File: config.mk
export PLATFORM = sky130hd
export DESIGN_NAME = serv_mtimer_flat
export DESIGN_NICKNAME = d
export VERILOG_FILES = /design/src/rtl/serv_mtimer_pkg.sv /design/src/rtl/serv_mtimer_if.sv /design/src/rtl/serv_mtimer_prescale.sv /design/src/rtl/serv_mtimer.sv /design/src/flat_wrapper.sv
export SDC_FILE = /design/constraint.sdc
export NUM_CORES = 1
export LEC_CHECK = 0
export ABC_AREA = 0
export CORE_MARGIN = 2
export CORE_UTILIZATION = 50
export DETAILED_ROUTE_END_ITERATION = 8
export PLACE_DENSITY_LB_ADDON = 0.25
export SLEW_MARGIN = 15
export SYNTH_ARGS = -nofsm -noshare
export SYNTH_HDL_FRONTEND = slang
export SYNTH_HIERARCHICAL = 1
export SYNTH_SLANG_ARGS = --single-unit
File: constraint.sdc
create_clock -name i_clk -period 5.3 [get_ports i_clk]
set_input_delay 1.06 -clock i_clk [delete_from_list [all_inputs] [get_ports i_clk]]
set_output_delay 1.06 -clock i_clk [all_outputs]
set_load 0.01 [all_outputs]
File: src/rtl/serv_mtimer_pkg.sv
// Shared constants for serv_mtimer: register offsets, counter width and mtimecmp reset value.
// Define SERV_MTIMER_64BIT_EN for 64-bit mtime/mtimecmp; 32-bit otherwise.
package serv_mtimer_pkg;

    localparam logic [1:0] MTIME_LO    = 2'd0;
    localparam logic [1:0] MTIME_HI    = 2'd1;
    localparam logic [1:0] MTIMECMP_LO = 2'd2;
    localparam logic [1:0] MTIMECMP_HI = 2'd3;

`ifdef SERV_MTIMER_64BIT_EN
    localparam int CNT_W = 64;
`else
    localparam int CNT_W = 32;
`endif

    // All ones keeps o_mtip low out of reset until software programs a deadline.
    localparam logic [CNT_W-1:0] MTIMECMP_RST = '1;

    function automatic logic [31:0] merge_bytes(input logic [31:0] cur,
                                                input logic [31:0] wdat,
                                                input logic [3:0]  sel);
        for (int i = 0; i < 4; i++) begin
            merge_bytes[8*i +: 8] = sel[i] ? wdat[8*i +: 8] : cur[8*i +: 8];
        end
    endfunction

endpackage

File: src/rtl/serv_mtimer_if.sv
// Wishbone classic responder bus carrying serv_mtimer register accesses.
interface serv_mtimer_if;

    // cyc is combined cycle/strobe; the responder raises ack for one cycle per access,
    // one cycle after cyc, never two cycles in a row, and rdt is valid only while ack=1.
    logic [1:0]  adr;
    logic [31:0] dat;
    logic [3:0]  sel;
    logic        we;
    logic        cyc;
    logic [31:0] rdt;
    logic        ack;

    modport master (output adr, dat, sel, we, cyc, input rdt, ack);
    modport slave  (input adr, dat, sel, we, cyc, output rdt, ack);

endinterface

File: src/rtl/serv_mtimer_prescale.sv
// Tick generator for mtime: o_tick is high once every PRESCALE clock cycles.
module serv_mtimer_prescale #(
    parameter int PRESCALE = 1
) (
    input  logic i_clk,
    input  logic i_rst_n,
    output logic o_tick
);

    localparam int            CW   = (PRESCALE > 1) ? $clog2(PRESCALE) : 1;
    localparam logic [CW-1:0] LAST = CW'(PRESCALE - 1);

    logic [CW-1:0] count;

    // With PRESCALE=1 the counter never leaves 0, so tick is constantly high.
    assign o_tick = (count == LAST);

    always_ff @(posedge i_clk or negedge i_rst_n) begin
        if (!i_rst_n) begin
            count <= '0;
        end else if (o_tick) begin
            count <= '0;
        end else begin
            count <= count + 1'b1;
        end
    end

endmodule

File: src/rtl/serv_mtimer.sv
// Machine timer: free-running mtime, mtimecmp and the registered mtip level, on a Wishbone port.
// Define SERV_MTIMER_64BIT_EN for 64-bit registers with a tear-free mtime_hi read shadow.
module serv_mtimer
    import serv_mtimer_pkg::*;
#(
    parameter int PRESCALE = 1
) (
    input  logic         i_clk,
    input  logic         i_rst_n,
    serv_mtimer_if.slave wb,
    output logic         o_mtip
);

    logic             tick;
    logic [CNT_W-1:0] mtime;
    logic [CNT_W-1:0] mtime_inc;
    logic [CNT_W-1:0] mtime_nxt;
    logic [CNT_W-1:0] mtimecmp;
    logic [CNT_W-1:0] mtimecmp_nxt;
    logic             ack;
    logic [31:0]      rdt;
    logic [31:0]      rd_data;
    logic             access;
    logic             wr_en;
    logic             rd_en;

    serv_mtimer_prescale #(.PRESCALE(PRESCALE)) u_prescale (
        .i_clk   (i_clk),
        .i_rst_n (i_rst_n),
        .o_tick  (tick)
    );

    // An access is acted on only while ack is low, so a held cyc is served every other cycle.
    assign access    = wb.cyc & ~ack;
    assign wr_en     = access & wb.we;
    assign rd_en     = access & ~wb.we;
    assign mtime_inc = mtime + {{(CNT_W-1){1'b0}}, tick};

`ifdef SERV_MTIMER_64BIT_EN
    logic [31:0] mtime_hi_shadow;

    always_ff @(posedge i_clk or negedge i_rst_n) begin
        if (!i_rst_n) begin
            mtime_hi_shadow <= '0;
        end else if (rd_en && (wb.adr == MTIME_LO)) begin
            mtime_hi_shadow <= mtime[63:32];
        end
    end
`endif

    // Written bytes override the incremented value; carries into them are dropped.
    always_comb begin
        mtime_nxt    = mtime_inc;
        mtimecmp_nxt = mtimecmp;
        if (wr_en) begin
            case (wb.adr)
                MTIME_LO:    mtime_nxt[31:0]    = merge_bytes(mtime_inc[31:0], wb.dat, wb.sel);
                MTIMECMP_LO: mtimecmp_nxt[31:0] = merge_bytes(mtimecmp[31:0], wb.dat, wb.sel);
`ifdef SERV_MTIMER_64BIT_EN
                MTIME_HI:    mtime_nxt[63:32]    = merge_bytes(mtime_inc[63:32], wb.dat, wb.sel);
                MTIMECMP_HI: mtimecmp_nxt[63:32] = merge_bytes(mtimecmp[63:32], wb.dat, wb.sel);
`else
                MTIME_HI, MTIMECMP_HI: ;
`endif
                default: ;
            endcase
        end
    end

    always_comb begin
        rd_data = '0;
        case (wb.adr)
            MTIME_LO:    rd_data = mtime[31:0];
            MTIMECMP_LO: rd_data = mtimecmp[31:0];
`ifdef SERV_MTIMER_64BIT_EN
            MTIME_HI:    rd_data = mtime_hi_shadow;
            MTIMECMP_HI: rd_data = mtimecmp[63:32];
`else
            MTIME_HI, MTIMECMP_HI: rd_data = '0;
`endif
            default: ;
        endcase
    end

    always_ff @(posedge i_clk or negedge i_rst_n) begin
        if (!i_rst_n) begin
            mtime    <= '0;
            mtimecmp <= MTIMECMP_RST;
            ack      <= 1'b0;
            rdt      <= '0;
            o_mtip   <= 1'b0;
        end else begin
            mtime    <= mtime_nxt;
            mtimecmp <= mtimecmp_nxt;
            ack      <= access;
            rdt      <= rd_en ? rd_data : 32'h0;
            o_mtip   <= (mtime >= mtimecmp);
        end
    end

    assign wb.ack = ack;
    assign wb.rdt = rdt;

endmodule

File: src/flat_wrapper.sv
// flat-port wrapper written by rule: the top's interface ports become plain ports
module serv_mtimer_flat import serv_mtimer_pkg::*;
#(
    parameter int PRESCALE = 1
)
  (i_clk, i_rst_n, o_mtip, wb_adr, wb_dat, wb_sel, wb_we, wb_cyc, wb_rdt, wb_ack);
  serv_mtimer_if wb_i ();
  input  logic i_clk;
  input  logic i_rst_n;
  output logic o_mtip;
  input wire logic [$bits(wb_i.adr)-1:0] wb_adr;
  input wire logic [$bits(wb_i.dat)-1:0] wb_dat;
  input wire logic [$bits(wb_i.sel)-1:0] wb_sel;
  input wire logic [$bits(wb_i.we)-1:0] wb_we;
  input wire logic [$bits(wb_i.cyc)-1:0] wb_cyc;
  output wire logic [$bits(wb_i.rdt)-1:0] wb_rdt;
  output wire logic [$bits(wb_i.ack)-1:0] wb_ack;
  assign wb_i.adr = wb_adr;
  assign wb_i.dat = wb_dat;
  assign wb_i.sel = wb_sel;
  assign wb_i.we = wb_we;
  assign wb_i.cyc = wb_cyc;
  assign wb_rdt = wb_i.rdt;
  assign wb_ack = wb_i.ack;
  serv_mtimer #(.PRESCALE(PRESCALE)) u_core (.i_clk(i_clk), .i_rst_n(i_rst_n), .wb(wb_i), .o_mtip(o_mtip));
endmodule
* Word level (Yosys, flattened, before mapping)
Cells that the tools add are included.
** Cells by class
- Mux-type cells :: 9
- Equal/unequal tests :: 3
- Bitwise operators :: 6
- Reductions and logical operators :: 6
- Magnitude comparators :: 1
- Add/subtract/negate cells :: 2
** Operators with widths (count)
- $mux W32 :: 3
- $pmux W32 S3 :: 1
- $add A32 B1 Y32 :: 1
- $ge A32 B32 Y1 :: 1
- $mux W8 :: 4
- $reduce_and A3 Y1 :: 4
- $eq A2 B2 Y1 const B :: 2
- $and A1 B1 Y1 :: 3
- $not A1 Y1 :: 3
- $eq A2 B1 Y1 const B :: 1
- $logic_not A2 Y1 :: 1
- $reduce_or A2 Y1 :: 1
- $add A1 B1 Y1 const B :: 1
- $mux W1 :: 1
** Storage, ports and cells
- Logic and storage cells :: 36
- Input bits :: 42
- Register bits :: 99
- Output and inout port bits :: 34

* Depth between registers and ports, before layout
Gate-level depths: netlist of the first run.
- Word-level depth :: 5
- Depth in mapped cells :: 9
- Depth with buffers taken out :: 7

* Modules after synthesis
The synthesis of the first run kept the hierarchy.
** Modules (own cells, without submodules)
- serv_mtimer :: cells an instance 493, area each 5201.2 um^2, times used 1, seq. area each 2492.4 um^2
- serv_mtimer_prescale :: cells an instance 2, area each 11.3 um^2, times used 1, seq. area each 0.0 um^2

* Least setup slack after synthesis of the first run
No wires, ideal clock.
- Kind :: in2reg
- Start :: input port wb_adr[0]
- End :: register u_core.mtimecmp[0]
- Setup time :: 0.082 ns
- Path buffers :: 1
- Arrival :: 2.232 ns
- Path slack :: 2.986 ns
- Cell stages on the path :: 5
- Cells stage by stage :: nor4bb_1 -> and2_1 -> clkbuf_1 -> nand2_1 -> mux2_2
** On the way
- Cells in the longest elaborated chain, start to end :: 2
** RTL lines
- start, declared :: RTL line flat_wrapper.sv:11 : input wire logic [$bits(wb_i.adr)-1:0] wb_adr;
- $eq A2 B2 Y1 :: RTL line serv_mtimer.sv:56 : case (wb.adr)
- $reduce_and A3 Y1 (no line)
- end signal, assigned :: RTL line serv_mtimer.sv:94 : mtimecmp <= mtimecmp_nxt;
- end, declared :: RTL line serv_mtimer.sv:18 : logic [CNT_W-1:0] mtimecmp;
No other way between the ends.
A chain may end at the register's enable or synchronous reset.

* Final worst setup path of the first run
- Start :: input port wb_we
- End :: register u_core.mtime[15]
** On the way
- Cells in the longest elaborated chain, start to end :: 2
** RTL lines
- start, declared :: RTL line flat_wrapper.sv:14 : input wire logic [$bits(wb_i.we)-1:0] wb_we;
- $and A1 B1 Y1 :: RTL line serv_mtimer.sv:35 : assign wr_en = access & wb.we;
- $mux W32 :: RTL line serv_mtimer.sv:55 : if (wr_en) begin
- named net u_core.mtime_nxt[15] :: RTL line serv_mtimer.sv:17 : logic [CNT_W-1:0] mtime_nxt;
- end signal, assigned :: RTL line serv_mtimer.sv:93 : mtime <= mtime_nxt;
- end, declared :: RTL line serv_mtimer.sv:15 : logic [CNT_W-1:0] mtime;
The timed path passes the listed nets, and every way through them passes these cells.

==> results of run 1 <==
[state kept, by name, indices dropped and copies added, names as in the netlist]
signal,flops
u_core/o_mtip,1
u_core/wb.rdt,32
u_core/mtimecmp,32
u_core/mtime,32
u_core/wb.ack,1
[area by class of cell]
| cell class | count | area [sq um] | share of cell area |
|---|---|---|---|
| clock buffers | 11 | 151 | 0.0242 |
| multi-input cells | 347 | 2520 | 0.402 |
| inverters | 33 | 124 | 0.0198 |
| clock inverters | 5 | 52.6 | 0.00840 |
| repair buffers | 76 | 751 | 0.120 |
| flip-flops and latches | 98 | 2490 | 0.398 |
| well taps | 136 | 170 | 0.0272 |
[through the flow]
stage          hold WS, ps  utilization  setup WS (ps)  cell area, sq um  instances
3_5_place_dp           482        0.592           2070              6050        690
5_1_grt                525        0.612           2250              6260        706
3_3_place_gp           455        0.592           2200              6050        690
4_1_cts                496        0.612           2460              6260        706
2_1_floorplan          496            -           2990              5210        495
6_report               492        0.612           2480              6260        706
[cell usage after synthesis, types with 6 or more instances]
library cell | number | area [sq um]
nand2_1 | 25 | 93.8
dfstp_2 | 32 | 841
xor2_1 | 9 | 78.8
mux2i_1 | 36 | 360
nor2_1 | 67 | 251
inv_1 | 33 | 124
and2_1 | 6 | 37.5
nor4_1 | 9 | 56.3
xnor2_1 | 14 | 123
clkbuf_1 | 14 | 52.6
o21ai_0 | 8 | 40.0
dfrtp_1 | 66 | 1650
ha_1 | 34 | 425
mux2_2 | 34 | 383
nand3_1 | 18 | 90.1
nand4_1 | 10 | 62.6
a21oi_1 | 31 | 155
[routing by layer]
| layer | vias to the layer above | wire length [um] | global-route usage |
|---|---|---|---|
| met5 | - | 0 | 0 |
| met4 | 0 | 214 | 0.0714 |
| met3 | 18 | 482 | 0.0472 |
| met2 | 97 | 5350 | 0.359 |
| met1 | 1919 | 5350 | 0.291 |
| li1 | 1857 | - | - |
[report_power, final]
part           switching, W  internal, W
clock              0.000256     0.000242
combinational      0.000322     0.000357
sequential         0.000193     0.000941
total              0.000771      0.00154
[worst max path at each step]
stage	startpoint	endpoint	slack (ps)	cells after the start
2_1_floorplan	wb_adr[0]	u_core/mtimecmp[0]	2990	5
3_3_place_gp	wb_we	u_core/mtime[0]	2200	5
3_5_place_dp	wb_we	u_core/mtime[15]	2070	6
4_1_cts	wb_we	u_core/mtime[15]	2460	6
5_1_grt	wb_we	u_core/mtime[15]	2250	6
6_report	wb_we	u_core/mtime[15]	2480	6
[cell families after synthesis]
| family | after synthesis | share of synthesized area |
|---|---|---|
| and+or+nand+nor | 165 | 0.160 |
| other | 1 | 0.000719 |
| AOI/OAI and AO/OA | 54 | 0.0598 |
| DFF | 98 | 0.478 |
| adders and majority gates | 34 | 0.0816 |
| buffers and inverters | 50 | 0.0389 |
| xor gates and xnor gates | 23 | 0.0386 |
| muxes | 70 | 0.143 |
==> impl_metrics.json, run 1 <==
{
  "status": "completed",
  "route.vias.total": 3891,
  "final_antenna_net_count": 0,
  "crit_required_ps": 5530,
  "crit_family": "simple AND/OR/NAND/NOR gates",
  "drtIter0Drc": 186,
  "syn2layout_area_growth_pct": 20.1,
  "maxCapViolations": 0,
  "worstPathMaxFanout": 16,
  "slowest_delay_ps": 530,
  "firstDrtPassIters": 5,
  "whs_path_depth": 1,
  "ys_seq_area_frac": 0.478,
  "hp-start": "u_core/wb.ack",
  "hold_end": "u_core/wb.ack",
  "yosysUniqueCellTypes": 42,
  "vdd_drop_max_mv": 0.174,
  "antenna_found_initial": 0,
  "startpoint_type": "input pin",
  "fin_crit_sh": 0.533,
  "final_common_cell": "clkdlybuf4s50_1",
  "cts_buffers": 9,
  "setup_violations": 0,
  "cp-end-kind": "flip-flop",
  "cts_tree": "yes",
  "clk_pin_slew_ps": 90,
  "slew_violations": 0,
  "arrival_ps": 3050,
  "power.leakage_nw": 2.70,
  "rr_worst_depth": 7,
  "overflow": 0,
  "rsz0062_at_grt": "false",
  "pin_count": 76,
  "max-slew-margin-rel": 0.273,
  "cts.sinks": 98,
  "post-cts-setup-buffer-count": 0,
  "p_per_area_mw_per_mm2": 369,
  "track_usage": 0.219,
  "p_total_w": 0.00231,
  "slowest_stage": "nor4bb_1",
  "synth-main-ff-cell": "dfrtp_1",
  "tightest_slew_ps": 1090,
  "place_hpwl_mm": 8.09,
  "finalWirelength_mm": 11.4,
  "port_buffers": 75,
  "die_h_um": 106,
  "worst-path-buf-inv": 1,
  "start_util": 0.509,
  "r2r_slack_ps": 3020,
  "cts_resized": 0,
  "final.setup_skew_ps": 8.33,
  "synthArstFlopShare": 1.00,
  "core_area_sq_mm": 0.0102,
  "htreeDepth": 3,
  "setup_tns_ps": 0,
  "syn_inst": 495,
  "dieArea_sq_mm": 0.0113,
  "path_cells": "clkdlybuf4s50_1 > nor4bb_1 > nor2b_1 > nand2_1 > nor2_1 > a21oi_1",
  "num_rows": 37,
  "critical_path_class": "in2reg",
  "clock_path_buffers": 2,
  "avgSynthCellArea_sq_um": 10.5,
  "grt_pass1_wl_mm": 19.4,
  "final_cell_mix": "clkdlybuf4s50_1, nor2_1, dfrtp_1",
  "nFillCells": 874,
  "root_buffer": "clkbuf_8",
  "drc_errors": 0,
  "nets": 641,
  "r2r-start": "u_core/mtime[0]",
  "avgRoutedWirePerCell_um": 16.1,
  "hold_violations": 0,
  "grt_pass1_vias": 4015,
  "via_per_inst": 5.51,
  "gp_congestion": 0.847,
  "synth_edf_count": 0,
  "hp-class": "reg2reg",
  "dieWidth_um": 106,
  "synth_area_sq_mm": 0.00521,
  "ys_seq_elements": 98,
  "syn-num-nets": 571,
  "finalCriticalPeriod_ps": 2820,
  "grt_max_degree": 58,
  "yosysWarnings": 6,
  "clock.fmax_mhz": 354,
  "n_antenna_cell": 0,
  "regToRegEndpoint": "u_core/mtime[30]",
  "layout-drive-gt1-share": 0.161,
  "hold_buffers": 0,
  "worstSkewPairLatency_ps": 370
}
Note: power is estimated with default switching activity, not from simulation.
==> run 2: changes to the inputs <==
- clock period: 5.3 -> 2.9 ns (I/O delays scaled with it)
==> run 2 against run 1 <==
Effect of this change:
- power up 85%
- clock skew grew 2.1 ps
- via count is 0.15% lower
- clock-buffer cell count rose by 4
- hold slack got worse by 290 ps
- highest routed layer unchanged
==> impl_metrics.json, run 2 (synthesis gave the netlist of run 1 again) <==
{
  "status": "completed",
  "crit_required_ps": 3120,
  "top_regs": "u_core/mtime x32, u_core/mtimecmp x32, u_core/wb.rdt x32",
  "antenna_found_initial": 0,
  "grt_max_degree": 57,
  "p_int_w": 0.00287,
  "num_rows": 37,
  "path_cells": "clkdlybuf4s50_1 > nor4bb_1 > nor2b_1 > nand2_1 > nor2_1 > a21oi_1",
  "nets": 643,
  "hp-class": "in2async",
  "gp_congestion": 0.856,
  "arrival_ps": 2590,
  "startpoint": "wb_we",
  "htreeDepth": 3,
  "whs_ps": 197,
  "cts_tree": "yes",
  "place_hpwl_mm": 8.19,
  "final_antenna_net_count": 0,
  "syn2layout_area_growth_pct": 20.8,
  "cts_resized": 0,
  "hold_violations": 0,
  "dp_cells": 692,
  "via_per_inst": 5.49,
  "drtIter0Drc": 135,
  "worstPathMaxFanout": 16,
  "cts_buffers": 9,
  "finalWirelength_mm": 11.4,
  "grt_pass1_vias": 3936,
  "track_usage": 0.217,
  "r2r-start": "u_core/mtimecmp[5]",
  "setup_violations": 0,
  "dieWidth_um": 106,
  "netSwitchingPower_w": 0.00140,
  "hold_buffers": 0,
  "final_cell_mix": "clkdlybuf4s50_1, nor2_1, dfrtp_1",
  "p_per_area_mw_per_mm2": 678,
  "post_dp_cell_area_sq_mm": 0.00608,
  "final.setup_skew_ps": 10.5,
  "setup_tns_ps": 0,
  "fin_crit_sh": 0.815,
  "clock_path_buffers": 2,
  "drc_errors": 0,
  "cts.sinks": 98,
  "dieArea_sq_mm": 0.0113,
  "n_antenna_cell": 0,
  "start_util": 0.509,
  "vdd_drop_max_mv": 0.355,
  "overflow": 0,
  "clkPwrFrac": 0.222,
  "final_common_cell": "clkdlybuf4s50_1",
  "max-slew-margin-rel": 0.486,
  "power.leakage_nw": 2.72,
  "route.vias.total": 3885,
  "slowest_stage": "nor4bb_1",
  "rsz0062_at_grt": "false",
  "post-cts-setup-buffer-count": 0,
  "pin_count": 76,
  "port_buffers": 75,
  "sw_frac_of_total": 0.328,
  "startpoint_type": "input pin",
  "worstSkewPairLatency_ps": 370,
  "regToRegEndpoint": "u_core/o_mtip",
  "finalCriticalPeriod_ps": 2360,
  "slew_violations": 0,
  "r2r_slack_ps": 610,
  "stdcell_count": 708,
  "layout-drive-gt1-share": 0.161,
  "stdcell_area_sq_mm": 0.00630,
  "grt_pass1_wl_mm": 19.1,
  "root_buffer": "clkbuf_8",
  "avgRoutedWirePerCell_um": 16.0,
  "pwr-share-comb": 0.294,
  "rr_worst_depth": 7,
  "p_seq_frac": 0.484,
  "cp-end-kind": "flip-flop",
  "clock.fmax_mhz": 423,
  "slowest_delay_ps": 550,
  "maxCapViolations": 0,
  "core_area_sq_mm": 0.0102,
  "die_h_um": 106,
  "critical_path_class": "in2reg",
  "tightest_slew_ps": 771,
  "firstDrtPassIters": 5,
  "clk_pin_slew_ps": 90
}
[run 2: worst max-delay path: cells and delay by family]
| kind | cells | cell delay (ps) |
|---|---|---|
| and+or+nand+nor | 4 | 1470 |
| AOI/OAI and AO/OA | 1 | 70 |
| buffers and inverters | 1 | 470 |
[run 2: worst max path at each step]
stage               slack (ps)               end
floorplan                  950     u_core/o_mtip
global placement           290   u_core/mtime[0]
detailed placement         190   u_core/mtime[8]
CTS                        570   u_core/mtime[8]
global route               420  u_core/mtime[15]
finish                     540   u_core/mtime[8]
[run 2: per-layer routing]
layer	wire, um	GRT usage	vias to the layer above
met3	452	0.0399	11
met1	5230	0.298	1916
met4	144	0.0761	0
li1	-	-	1867
met5	0	0	-
met2	5540	0.346	91
[run 2: metrics by stage]
step | setup WS, ps | total power, W | util
final | 536 | 0.00427 | 0.616
after global routing | 422 | 0.00458 | 0.616
after CTS | 568 | 0.00430 | 0.616
after detailed placement | 189 | 0.00334 | 0.594
after global placement | 292 | 0.00325 | 0.594
after floorplan | 954 | 0.00290 | -
[run 2: power by group through the flow]
stage	combinational (W)	clock [W]	sequential (W)
final	0.00126	0.000947	0.00207
after global routing	0.00142	0.00103	0.00213
after floorplan	0.000894	0	0.00200
after detailed placement	0.00125	0	0.00209
after CTS	0.00126	0.000977	0.00207
after global placement	0.00119	0	0.00206
[run 2: layout make-up]
type                    count  area (sq um)
clock buffers              15           186
clock inverters             1          30.0
fillers                   863          3930
inverters                  33           124
multi-input cells         347          2520
flip-flops and latches     98          2490
well taps                 136           170
repair buffers             78           778
